File: config.mk
export PLATFORM = sky130hd
export DESIGN_NAME = quota_table_sched
export DESIGN_NICKNAME = d
export VERILOG_FILES = /design/src/rtl/quota_table_sched.sv
export SDC_FILE = /design/constraint.sdc
export NUM_CORES = 1
export LEC_CHECK = 0
export BUFFER_PORTS_ARGS = -buffer_cell sky130_fd_sc_hd__buf_2
export CORE_ASPECT_RATIO = 1.5
export CORE_MARGIN = 3
export CORE_UTILIZATION = 47
export CTS_BUF_LIST = sky130_fd_sc_hd__clkbuf_4 sky130_fd_sc_hd__clkbuf_8 sky130_fd_sc_hd__clkbuf_16
export DETAILED_ROUTE_END_ITERATION = 10
export PLACE_DENSITY = 0.83
export SKIP_CTS_REPAIR_TIMING = 1
export SYNTH_ARGS = -nofsm -noshare
export SYNTH_HDL_FRONTEND = slang
export SYNTH_SLANG_ARGS = --single-unit
File: constraint.sdc
create_clock -name asclk -period 2.8 [get_ports asclk]
set_input_delay 0.28 -clock asclk [delete_from_list [all_inputs] [get_ports asclk]]
set_output_delay 0.28 -clock asclk [all_outputs]
set_load 0.1 [all_outputs]
File: src/rtl/quota_table_sched.sv
// Per-id byte quota table: packets charge their length against a RAM entry, the host refills
// entries. One FSM serialises every table access, so there are no read-after-write hazards.
module quota_table_sched #(
  parameter int unsigned NUM_ID     = 150,
  parameter int unsigned STARVE_MAX = 4
) (
  input  logic        asclk,
  input  logic        aresetn,
  input  logic        pkt_vld,
  output logic        pkt_rdy,
  input  logic [13:0] pkt_id,
  input  logic [15:0] pkt_len,
  input  logic        pkt_cnt_en,
  input  logic        cfg_vld,
  output logic        cfg_rdy,
  input  logic [13:0] cfg_id,
  input  logic [48:0] cfg_wdata,
  output logic        mem_en,
  output logic        mem_we,
  output logic [13:0] mem_addr,
  output logic [48:0] mem_wdata,
  input  logic [48:0] mem_rdata,
  output logic        res_vld,
  output logic [13:0] res_id,
  output logic [2:0]  res_policy,
  output logic        res_err,
  output logic        init_done,
  output logic [31:0] exceed_cnt
);

  localparam int unsigned StarveW = (STARVE_MAX < 1) ? 1 : $clog2(STARVE_MAX + 1);
  localparam logic [StarveW-1:0] StarveMax = StarveW'(STARVE_MAX);
  localparam logic [14:0] NumId = 15'(NUM_ID);
  localparam logic [13:0] LastId = 14'(NUM_ID - 1);

  typedef enum logic [2:0] {StInit, StIdle, StPktRd, StPktWr, StCfgWr} state_e;

  state_e              state_q, state_d;
  logic [13:0]         init_addr_q, init_addr_d;
  logic                init_done_q, init_done_d;
  logic [StarveW-1:0]  starve_cnt_q, starve_cnt_d;
  logic [31:0]         exceed_cnt_q, exceed_cnt_d;
  logic [13:0]         id_q, id_d;
  logic [15:0]         len_q, len_d;
  logic                rd_ok_q, rd_ok_d;
  logic                id_bad_q, id_bad_d;
  logic [13:0]         cfg_id_q, cfg_id_d;
  logic [48:0]         cfg_wdata_q, cfg_wdata_d;
  logic                cfg_ok_q, cfg_ok_d;
  logic                res_vld_q, res_vld_d;
  logic [13:0]         res_id_q, res_id_d;
  logic [2:0]          res_policy_q, res_policy_d;
  logic                res_err_q, res_err_d;
  logic                mem_en_c, mem_we_c;
  logic [47:0]         rem, len_ext;

  always_comb begin
    state_d      = state_q;
    init_addr_d  = init_addr_q;
    init_done_d  = init_done_q;
    starve_cnt_d = starve_cnt_q;
    exceed_cnt_d = exceed_cnt_q;
    id_d         = id_q;
    len_d        = len_q;
    rd_ok_d      = rd_ok_q;
    id_bad_d     = id_bad_q;
    cfg_id_d     = cfg_id_q;
    cfg_wdata_d  = cfg_wdata_q;
    cfg_ok_d     = cfg_ok_q;
    res_vld_d    = 1'b0;
    res_id_d     = res_id_q;
    res_policy_d = res_policy_q;
    res_err_d    = res_err_q;
    pkt_rdy      = 1'b0;
    cfg_rdy      = 1'b0;
    mem_en_c     = 1'b0;
    mem_we_c     = 1'b0;
    mem_addr     = '0;
    mem_wdata    = '0;
    rem          = mem_rdata[47:0];
    len_ext      = {32'd0, len_q};
    unique case (state_q)
      StInit: begin
        mem_en_c    = 1'b1;
        mem_we_c    = 1'b1;
        mem_addr    = init_addr_q;
        init_addr_d = init_addr_q + 14'd1;
        if (init_addr_q == LastId) begin
          state_d     = StIdle;
          init_done_d = 1'b1;
        end
      end
      StIdle: begin
        // Config wins when packets are idle or have starved it for STARVE_MAX grants.
        cfg_rdy = cfg_vld && (!pkt_vld || starve_cnt_q == StarveMax);
        pkt_rdy = !cfg_rdy;
        if (cfg_rdy) begin
          starve_cnt_d = '0;
          cfg_id_d     = cfg_id;
          cfg_wdata_d  = cfg_wdata;
          cfg_ok_d     = {1'b0, cfg_id} < NumId;
          state_d      = StCfgWr;
        end else if (pkt_vld) begin
          if (cfg_vld && starve_cnt_q != StarveMax) starve_cnt_d = starve_cnt_q + 1'b1;
          id_d     = pkt_id;
          len_d    = pkt_len;
          id_bad_d = !({1'b0, pkt_id} < NumId);
          rd_ok_d  = pkt_cnt_en && ({1'b0, pkt_id} < NumId);
          state_d  = StPktRd;
        end
      end
      StPktRd: begin
        mem_en_c = rd_ok_q;
        mem_addr = id_q;
        state_d  = StPktWr;
      end
      StPktWr: begin
        res_vld_d    = 1'b1;
        res_id_d     = id_q;
        res_err_d    = id_bad_q;
        res_policy_d = 3'd4;
        if (rd_ok_q) begin
          mem_en_c = 1'b1;
          mem_we_c = 1'b1;
          mem_addr = id_q;
          if (rem < len_ext) begin
            mem_wdata    = {mem_rdata[48], 48'd0};
            res_policy_d = mem_rdata[48] ? 3'd2 : 3'd1;
            exceed_cnt_d = exceed_cnt_q + 32'd1;
          end else begin
            mem_wdata = {mem_rdata[48], rem - len_ext};
          end
        end
        state_d = StIdle;
      end
      StCfgWr: begin
        mem_en_c  = cfg_ok_q;
        mem_we_c  = cfg_ok_q;
        mem_addr  = cfg_id_q;
        mem_wdata = cfg_wdata_q;
        state_d   = StIdle;
      end
      default: state_d = StInit;
    endcase
  end

  // Reset sits in INIT, whose writes must stay off the RAM until reset is released.
  assign mem_en     = mem_en_c & aresetn;
  assign mem_we     = mem_we_c & aresetn;
  assign res_vld    = res_vld_q;
  assign res_id     = res_id_q;
  assign res_policy = res_policy_q;
  assign res_err    = res_err_q;
  assign init_done  = init_done_q;
  assign exceed_cnt = exceed_cnt_q;

  always_ff @(posedge asclk or negedge aresetn) begin
    if (!aresetn) begin
      state_q      <= StInit;
      init_addr_q  <= '0;
      init_done_q  <= 1'b0;
      starve_cnt_q <= '0;
      exceed_cnt_q <= '0;
      id_q         <= '0;
      len_q        <= '0;
      rd_ok_q      <= 1'b0;
      id_bad_q     <= 1'b0;
      cfg_id_q     <= '0;
      cfg_wdata_q  <= '0;
      cfg_ok_q     <= 1'b0;
      res_vld_q    <= 1'b0;
      res_id_q     <= '0;
      res_policy_q <= '0;
      res_err_q    <= 1'b0;
    end else begin
      state_q      <= state_d;
      init_addr_q  <= init_addr_d;
      init_done_q  <= init_done_d;
      starve_cnt_q <= starve_cnt_d;
      exceed_cnt_q <= exceed_cnt_d;
      id_q         <= id_d;
      len_q        <= len_d;
      rd_ok_q      <= rd_ok_d;
      id_bad_q     <= id_bad_d;
      cfg_id_q     <= cfg_id_d;
      cfg_wdata_q  <= cfg_wdata_d;
      cfg_ok_q     <= cfg_ok_d;
      res_vld_q    <= res_vld_d;
      res_id_q     <= res_id_d;
      res_policy_q <= res_policy_d;
      res_err_q    <= res_err_d;
    end
  end

endmodule

==> impl_summary.md, run 1 <==
Detailed routing
The total number of vias is 8151. The average routed wire per standard cell is 19.4 um. For this run, the detailed router's first-pass iteration total came to 5. The number of routed nets with antenna violations is 0. After the first detailed-routing iteration, the DRC count stood at 604. In the routed design, unresolved DRC markers number 0. After detailed routing, the number of vias per cell comes to 5.62. The detailed-route wire length is 28100 um.

Yosys
The synthesized design contains 168 register bits. In this run the biggest area consumer among cell types represents 46.5% of the synthesized area. The number of instances in the synthesized netlist is 870. The most used standard cell by instance count after synthesis is dfrtp_1. Counting flops with a built-in enable in the synthesized netlist gives 0. Sorting the synthesized cells by how often they occur yields dfrtp_1 (168), mux2_2 (109), nand2_1 (85), xnor2_1 (72), o21ai_0 (63). When the netlist entered floorplanning its net count stood at 1039. In this run the mean area of a mapped cell was 10.4 um2. The synthesized area is 0.00904 mm2.

The sequential share of the synthesized area is 46.5%. The fraction of synthesis flops using an asynchronous set or reset pin is 100%. The dominant cell type by area after synthesis is dfrtp_1. During synthesis, Yosys emitted a total of 0 warnings. In the post-synthesis netlist, the biggest area contributors are dfrtp_1 (47%), mux2_2 (14%), xnor2_1 (7.0%), nand2_1 (3.5%), o21ai_0 (3.5%). The unique cell type count in the Yosys netlist is 56.

The commonest register cell after synthesis is dfrtp_1.

Clocking
Clock latency on the worst-skew pair, taken at its later pin, is 0.44 ns. The number of buffers created by CTS is 17. The clock passes through at most 2 buffers. The clock net in this run drives a total of 168 sinks. The TritonCTS clock tree is yes.

The clock input transition at the sequential cells of the worst setup and hold paths is 0.07 ns. The master cell of the clock root buffer is clkbuf_16. The H-tree was split into 4 levels.

Pwr
Summed over all cells, the static leakage comes to 0.00610 uW. The share of total power in the clock network is 18.2%. Of the total power, combinational logic draws 51.4%.

The part of the total power dissipated in sequential elements is 30.4%. Summed over all nets, the switching power comes to 5840 uW. The total power density per cell area is 936 mW/mm2. The worst-case vdd ir drop is 0.000634 V. The net switching fraction of the power is 45.6%.

The internal portion of total power is 6980 uW.

Timing
Hold is met by 0.0636 ns. The total count of hold-check failures in the final report came to 0. The final critical delay including setup and external delays is 3.37 ns. Adding up every negative setup slack in the final design gives -31.07 ns. The transition time of the tightest slew-check pin is 0.995 ns. Setup violations remaining at the end of the flow were counted as 77.

The setup clock skew after layout is 0.0145 ns. In the finished design, the share of the clock period the worst path needs comes to 120%. The max-slew violation count was 0. Setup repair after global routing could not meet its margin everywhere. The highest achievable clock rate is 297 MHz. The worst slew slack as a fraction of its limit is 33.7%. Once routing completed, OpenROAD measured the worst setup slack at -0.566 ns.

Cells and area
Relative to the synthesized area, the layout overhead comes to 51.5%. Summing all non-filler instances in the final layout gives an area of 0.0137 mm2. The proportion of layout cells with a drive suffix above 1 is 48.0%. The fraction of the core area covered by cells at the end of the flow is 73.2%. After the last flow step, the layout net total stands at 1351.

GRT
The number of antenna violations at the first check in global routing is 4. The first-pass GRT wire length is 43000 um. After global routing the overflow that remains totals 0.

The number of global-route vias before repair was 8545. Global routing consumed, over all layers together, 25.8% of the routing resources. The maximum number of pins on one net before global-route repair is 168.

Placement
Before CTS, the worst setup slack after placement is -0.125 ns. The HPWL after detailed placement is 20100 um. The final estimated routing congestion in global placement is 0.879. In this run the tool buffered the top-level ports with 265 buffer cells. Summing all placed instances gives a cell area of 0.0126 mm2.

Worst setup path
STA puts the critical path data required time at 2.52 ns. The worst setup path is launched from a flop. Data arrives at the worst endpoint at 3.09 ns. The largest fanout on the critical path is 8. The worst setup path is of the flop to output port kind. The worst setup path is captured at an output port.

Run
Across the run, the number of max-cap violations was 0.

Floorplanning
The floorplan die width is 119 um. The effective utilization at floorplan is 48.3%. The core area is 0.0187 mm2.

The vertical extent of the die is 176 um. For this design the top-level I/O count stands at 266. The floorplan step defined a die boundary enclosing 0.0210 mm2. The number of cell rows is 61.

Hold path
The type of the worst min-delay path is input pin to flop.

Outcome
The checks that failed: setup timing. The flow ran to the end, but the final reports show violations.
==> power by group through the flow <==
stage               Combinational, uW  Clock [uW]  Sequential [uW]
floorplan                        3790           0             4570
global placement                 6230           0             3870
detailed placement               6380           0             3930
CTS                              6410        2370             3890
global route                     6970        2480             4010
finish                           6590        2330             3900
==> routing by layer <==
| layer | wire (um) | GRT usage, % | share of wire, % |
|---|---|---|---|
| met5 | 7 | 0 | 0.025 |
| met4 | 1170 | 12.5 | 4.2 |
| met3 | 1710 | 6.22 | 6.1 |
| met2 | 15200 | 47.0 | 54 |
| met1 | 9950 | 27.7 | 35 |
==> state kept, by name (all words and copies together), names as in the netlist <==
register,count
cfg_wdata_q,49
exceed_cnt,32
len_q,16
cfg_id_q,14
id_q,14
init_addr_q,14
res_id,14
res_policy,3
starve_cnt_q,3
state_q,3
cfg_ok_q,1
id_bad_q,1
init_done,1
rd_ok_q,1
res_err,1
res_vld,1
==> per-stage QoR <==
step / total power [uW] / instances
after detailed placement: 10300 / 1398
after global placement: 10100 / 1398
after floorplan: 8360 / 870
after global routing: 13500 / 1450
final: 12800 / 1450
after CTS: 12700 / 1430
==> placed cells by master, fill, tap and decap left out, types with 4 or more instances in the layout <==
master,instances
a21o_1,5
a21oi_1,21
a222oi_1,14
and2_1,9
and3_1,9
buf_12,75
buf_2,200
buf_4,42
buf_6,8
clkbuf_16,20
clkinv_4,6
dfrtp_1,168
ha_1,18
inv_1,42
inv_8,4
mux2_2,109
nand2_1,83
nand2b_1,6
nand3_1,15
nand3_2,6
nand3_4,7
nand4_1,21
nor2_1,40
nor2_4,4
nor3_1,13
nor4_1,9
nor4_4,4
o21a_1,5
o21ai_0,15
o21ai_4,46
or3_1,8
or4_1,5
xnor2_1,66
xnor2_2,6
xor2_1,15
==> cells by family (layout without fill, tap and decap cells) <==
family,after synthesis,in the layout,synth area share (%)
xor+xnor,87,87,8.43
compound gates,139,139,9.69
buf+inv,80,405,3.54
mux,109,109,13.6
flops,168,168,46.5
other cells,0,3,0
fa+ha+maj,22,22,3.13
simple gates,265,265,15.1
==> critical path: stages, from the launching register on <==
cell and delay (ns):
dfrtp_1 0.35, inv_1 0.05, ha_1 0.39, nand4_1 0.24, a211oi_2 0.25, o21a_1 0.24
o211a_4 0.22, buf_12 0.14, buf_4 0.12, buf_8 0.09, nor2_1 0.04, xnor2_1 0.15
o21ai_4 0.17, buf_12 0.19
==> layout make-up <==
class	instances	area [um2]
fillers	1202	5010
well taps	252	315
clock buffers	18	433
diodes	3	7.51
clock inverters	14	155
repair buffers	330	3010
flip-flops and latches	168	4200
multi-input cells	622	5410
inverters	43	161
==> worst paths after layout <==
path | from | end | slack [ns] | depth (start not counted)
hold / removal | mem_rdata[48] | res_policy[0] | 0.06 | 2
setup / recovery | len_q[11] | mem_wdata[40] | -0.57 | 13
hold reg to reg | exceed_cnt[26] | exceed_cnt[26] | 0.48 | 1
max in group asynchronous | aresetn | cfg_wdata_q[40] | 1.48 | 3
min in group asynchronous | aresetn | rd_ok_q | 0.24 | 2
setup reg to reg | len_q[5] | exceed_cnt[18] | -0.37 | 15
No activity file was read; power rests on OpenSTA's default activity.
==> run 2, diff against run 1 <==
ABC_AREA = 1   (was not set)
CELL_PAD_IN_SITES_DETAIL_PLACEMENT = 0   (was not set)
CELL_PAD_IN_SITES_GLOBAL_PLACEMENT = 1   (was not set)
CORE_UTILIZATION = 34   (was 47)
==> run 2 against run 1 <==
  * Final area rose by 10%
  * Flip-flop and latch count unchanged
  * Non-clock buffer count shrank 18
  * The run ends with hold timing, setup timing left
  * Clock skew is essentially flat
  * Worst hold slack got worse by 0.073 ns
  * Count of clock-buffer cells in the layout fell by 1
  * Via count rose by 37%
  * Die area rose by 58%
  * Fmax rose by 13%
  * Combinational power up 8.0%
==> impl_summary.md, run 2 <==
Outcome
The flow ran to the end, but the final reports show violations. The checks that failed: hold timing, setup timing.

Yosys
The mean instance size in the synthesized netlist is 6.74 um2. The commonest register cell after synthesis is dfrtp_1. Summed over its instances, the top area cell type makes up 40.0% of the synthesized netlist area. The synthesized netlist devotes 6.83% of its cell area to compound gates. After synthesis, the cell types taking the most area are dfrtp_1 (40%), nand2_1 (24%), inv_1 (6.6%), nor2_1 (4.7%), o21ai_0 (3.9%).

dfrtp_1 takes more of the synthesized area than any other cell. The fraction of synthesis flops using an asynchronous set or reset pin is 100%. By area, the combinational part of the netlist is dominated by simple AND/OR/NAND/NOR gates. Counting every net in the synthesized netlist gives 1728.

The synthesized area is 0.0105 mm2. The unique cell type count in the Yosys netlist is 41. By instance count, the leading cell after synthesis is nand2_1. The synthesized netlist devotes 37.5% of its cell area to simple gates.

The sequential share of the synthesized area is 40.0%. The synthesized-area fraction occupied by adder cells is 2.69%. In the synthesized netlist, the cells that appear most often are nand2_1 (666), inv_1 (186), dfrtp_1 (168), nor2_1 (132), o21ai_0 (81).

The Yosys step of the flow raised 0 warnings. The synthesized flop and latch total is 168. The count of flip-flops with a built-in enable after synthesis is 0. The multiplexer share of the synthesized area is 0%. The number of instances in the synthesized netlist is 1559. The share of the synthesized netlist area taken by xor and xnor gates is 4.25%.

Timing
The total count of hold-check failures in the final report came to 2. The tightest hold margin is -0.00961 ns. Dividing the final minimum period by the clock period gives 106%. The number of failing setup endpoints in the final timing report is 48. The highest achievable clock rate is 337 MHz. The max-slew violation count came to 0. The transition time of the tightest slew-check pin is 0.971 ns. The final worst slack is -0.168 ns.

Setup repair after global routing could not meet its margin everywhere. The worst slew slack as a fraction of its limit is 35.2%. The setup clock skew after layout is 0.0149 ns. After routing, the total negative slack on setup checks comes to -5.62 ns.

The final critical delay including setup and external delays is 2.97 ns.

Floorplanning
The initial utilization of the core area, before any placement, comes to 34.6%. The count of boundary I/O pins is 266. The die is 221 um tall. In this run the horizontal extent of the chip is 150 um. The core area is 0.0304 mm2. The floorplan step defined a die boundary enclosing 0.0331 mm2. The floorplan has 78 rows.

Cells and area
Leaving out fill and tap cells, the most frequent cell in the layout is nand2_1. Of the cells placed in the final design, the portion with a size suffix greater than 1 is 28.5%. The synthesis-to-layout area growth is 43.8%.

Leaving out fill and tap cells, the most frequent cells in the layout are nand2_1 (604), buf_2 (214), inv_1 (181), dfrtp_1 (168), nor2_1 (120). The final net count is 2019. Counting flops per register, the top entry is cfg_wdata_q. Cells fill 49.8% of the core in the end. The flip-flop count of the largest register, all copies and words added is 49.

Detailed routing
In this run, the number of DRC markers left after iteration 0 of detailed routing was 533. The total number of vias is 11132. The average routed wire per standard cell is 18.3 um.

For this run, the detailed router's first-pass iteration total came to 6. For this block, the routed nets add up to 41500 um of wire. The residual DRC count is 0. The number of routed nets with antenna violations is 0. The mean number of vias per cell is 4.90.

Placement
The final estimated routing congestion in global placement is 1.05. The half-perimeter wire length after placement is 32100 um. The number of input and output port buffers inserted is 265.

GRT
The met2 routing resource usage after global routing is 43.5%. Entering global routing, the biggest net connects 169 pins. The first-pass GRT wire length is 62100 um. The number of global-route vias before repair is 11156.

The layer carrying the most global-route usage is met2. The number of antenna violations at the first check in global routing is 9. Global routing consumed, on the met1 layer, 26.8% of the routing resources. Summed over all layers, the global routing overflow is 0.

Global routing used 24.5% of the available tracks across all layers. Global routing used 5.24% of the available met3 tracks.

Worst setup path
Data on the critical path arrives at its endpoint at 2.69 ns. By startpoint and endpoint, the worst setup path is classified as flop to output port. The capturing element type of the critical path is an output port.

STA classifies the critical path startpoint as a flop. The largest fanout on the critical path is 8. The critical path required time is 2.52 ns.

Run
The number of maximum-capacitance constraint violations is 0.

Clocking
The H-tree generated during clock tree synthesis spans 4 levels. Clock latency on the worst-skew pair, taken at its later pin, is 0.45 ns. The number of buffers created by CTS is 17.

The clock sink count is 168. The maximum buffer depth of the clock tree is 2. The tree is rooted in a clkbuf_16. TritonCTS built the clock tree. The clock input transition at the sequential cells of the worst setup and hold paths is 0.07 ns.

Pwr
IR analysis of the VDD net gives a maximum drop of 0.000937 V. Dividing total power by cell area gives a power density of 874 mW/mm2. The static leakage power is 0.00750 uW.

Hold path
The type of the worst min-delay path is input pin to async pin.
run 2: where the power goes:
part / switching, uW / total (uW) / internal (uW) / leakage [uW]
Clock: 1150 / 2420 / 1260 / 0.000288
Sequential: 430 / 3670 / 3240 / 0.00214
Combinational: 5160 / 7120 / 1960 / 0.00507
run 2: cell type report:
class                   instances  area [um2]
fillers                      3033       15200
multi-input cells            1160        6490
flip-flops and latches        168        4200
repair buffers                312        2580
inverters                     191         729
well taps                     400         500
clock buffers                  17         425
clock inverters                15         160
diodes                          8        20.0
run 2: cells by family (layout without fill, tap and decap cells):
logic type	count (synthesis)	in the layout
other cells	0	8
xor+xnor	51	51
compound gates	129	129
buf+inv	231	535
flops	168	168
simple gates	958	958
fa+ha+maj	22	22
run 2: worst paths after layout:
| path | from | endpoint | slack [ns] | depth (start not counted) |
|---|---|---|---|---|
| max reg2reg | len_q[11] | exceed_cnt[9] | 0.23 | 14 |
| min reg2reg | cfg_wdata_q[21] | cfg_wdata_q[21] | 0.47 | 2 |
| min | aresetn | res_id[11] | -0.01 | 2 |
| max | len_q[11] | mem_wdata[40] | -0.17 | 15 |
| max in group asynchronous | aresetn | len_q[9] | 2.09 | 2 |
| min in group asclk | cfg_wdata[35] | cfg_wdata_q[35] | 0.02 | 3 |
run 2: layer usage:
layer / wire (um) / part of all wire (%)
met1: 15000 / 36
met2: 21500 / 52
met3: 2310 / 5.6
met4: 2680 / 6.5
met5: 0 / 0
run 2: worst max-delay path: stages, from the launching register on:
cell and delay [ns]:
dfrtp_1 0.37, inv_1 0.10, ha_4 0.23, nand2_1 0.14
inv_1 0.07, nand2_1 0.07, nand2_1 0.13, a21oi_4 0.25
buf_12 0.14, nand2_8 0.08, nor2_2 0.15, nand2_1 0.07
nand2_1 0.08, nand3_2 0.08, nand2_2 0.09, buf_12 0.17
run 2: per-stage QoR:
stage                     power, uW  setup slack [ns]  hold slack [ns]  area [um2]  std cells
final                         13200            -0.168         -0.00961       15100       2271
after global routing          14000            -0.280           0.0135       15100       2267
after CTS                     12700            -0.358         -0.00493       14000       2249
after detailed placement      10200            0.0752            0.459       13400       2217
after global placement        10200             0.111            0.454       13400       2217
after floorplan                8230            -0.492          -0.0156       10700       1559
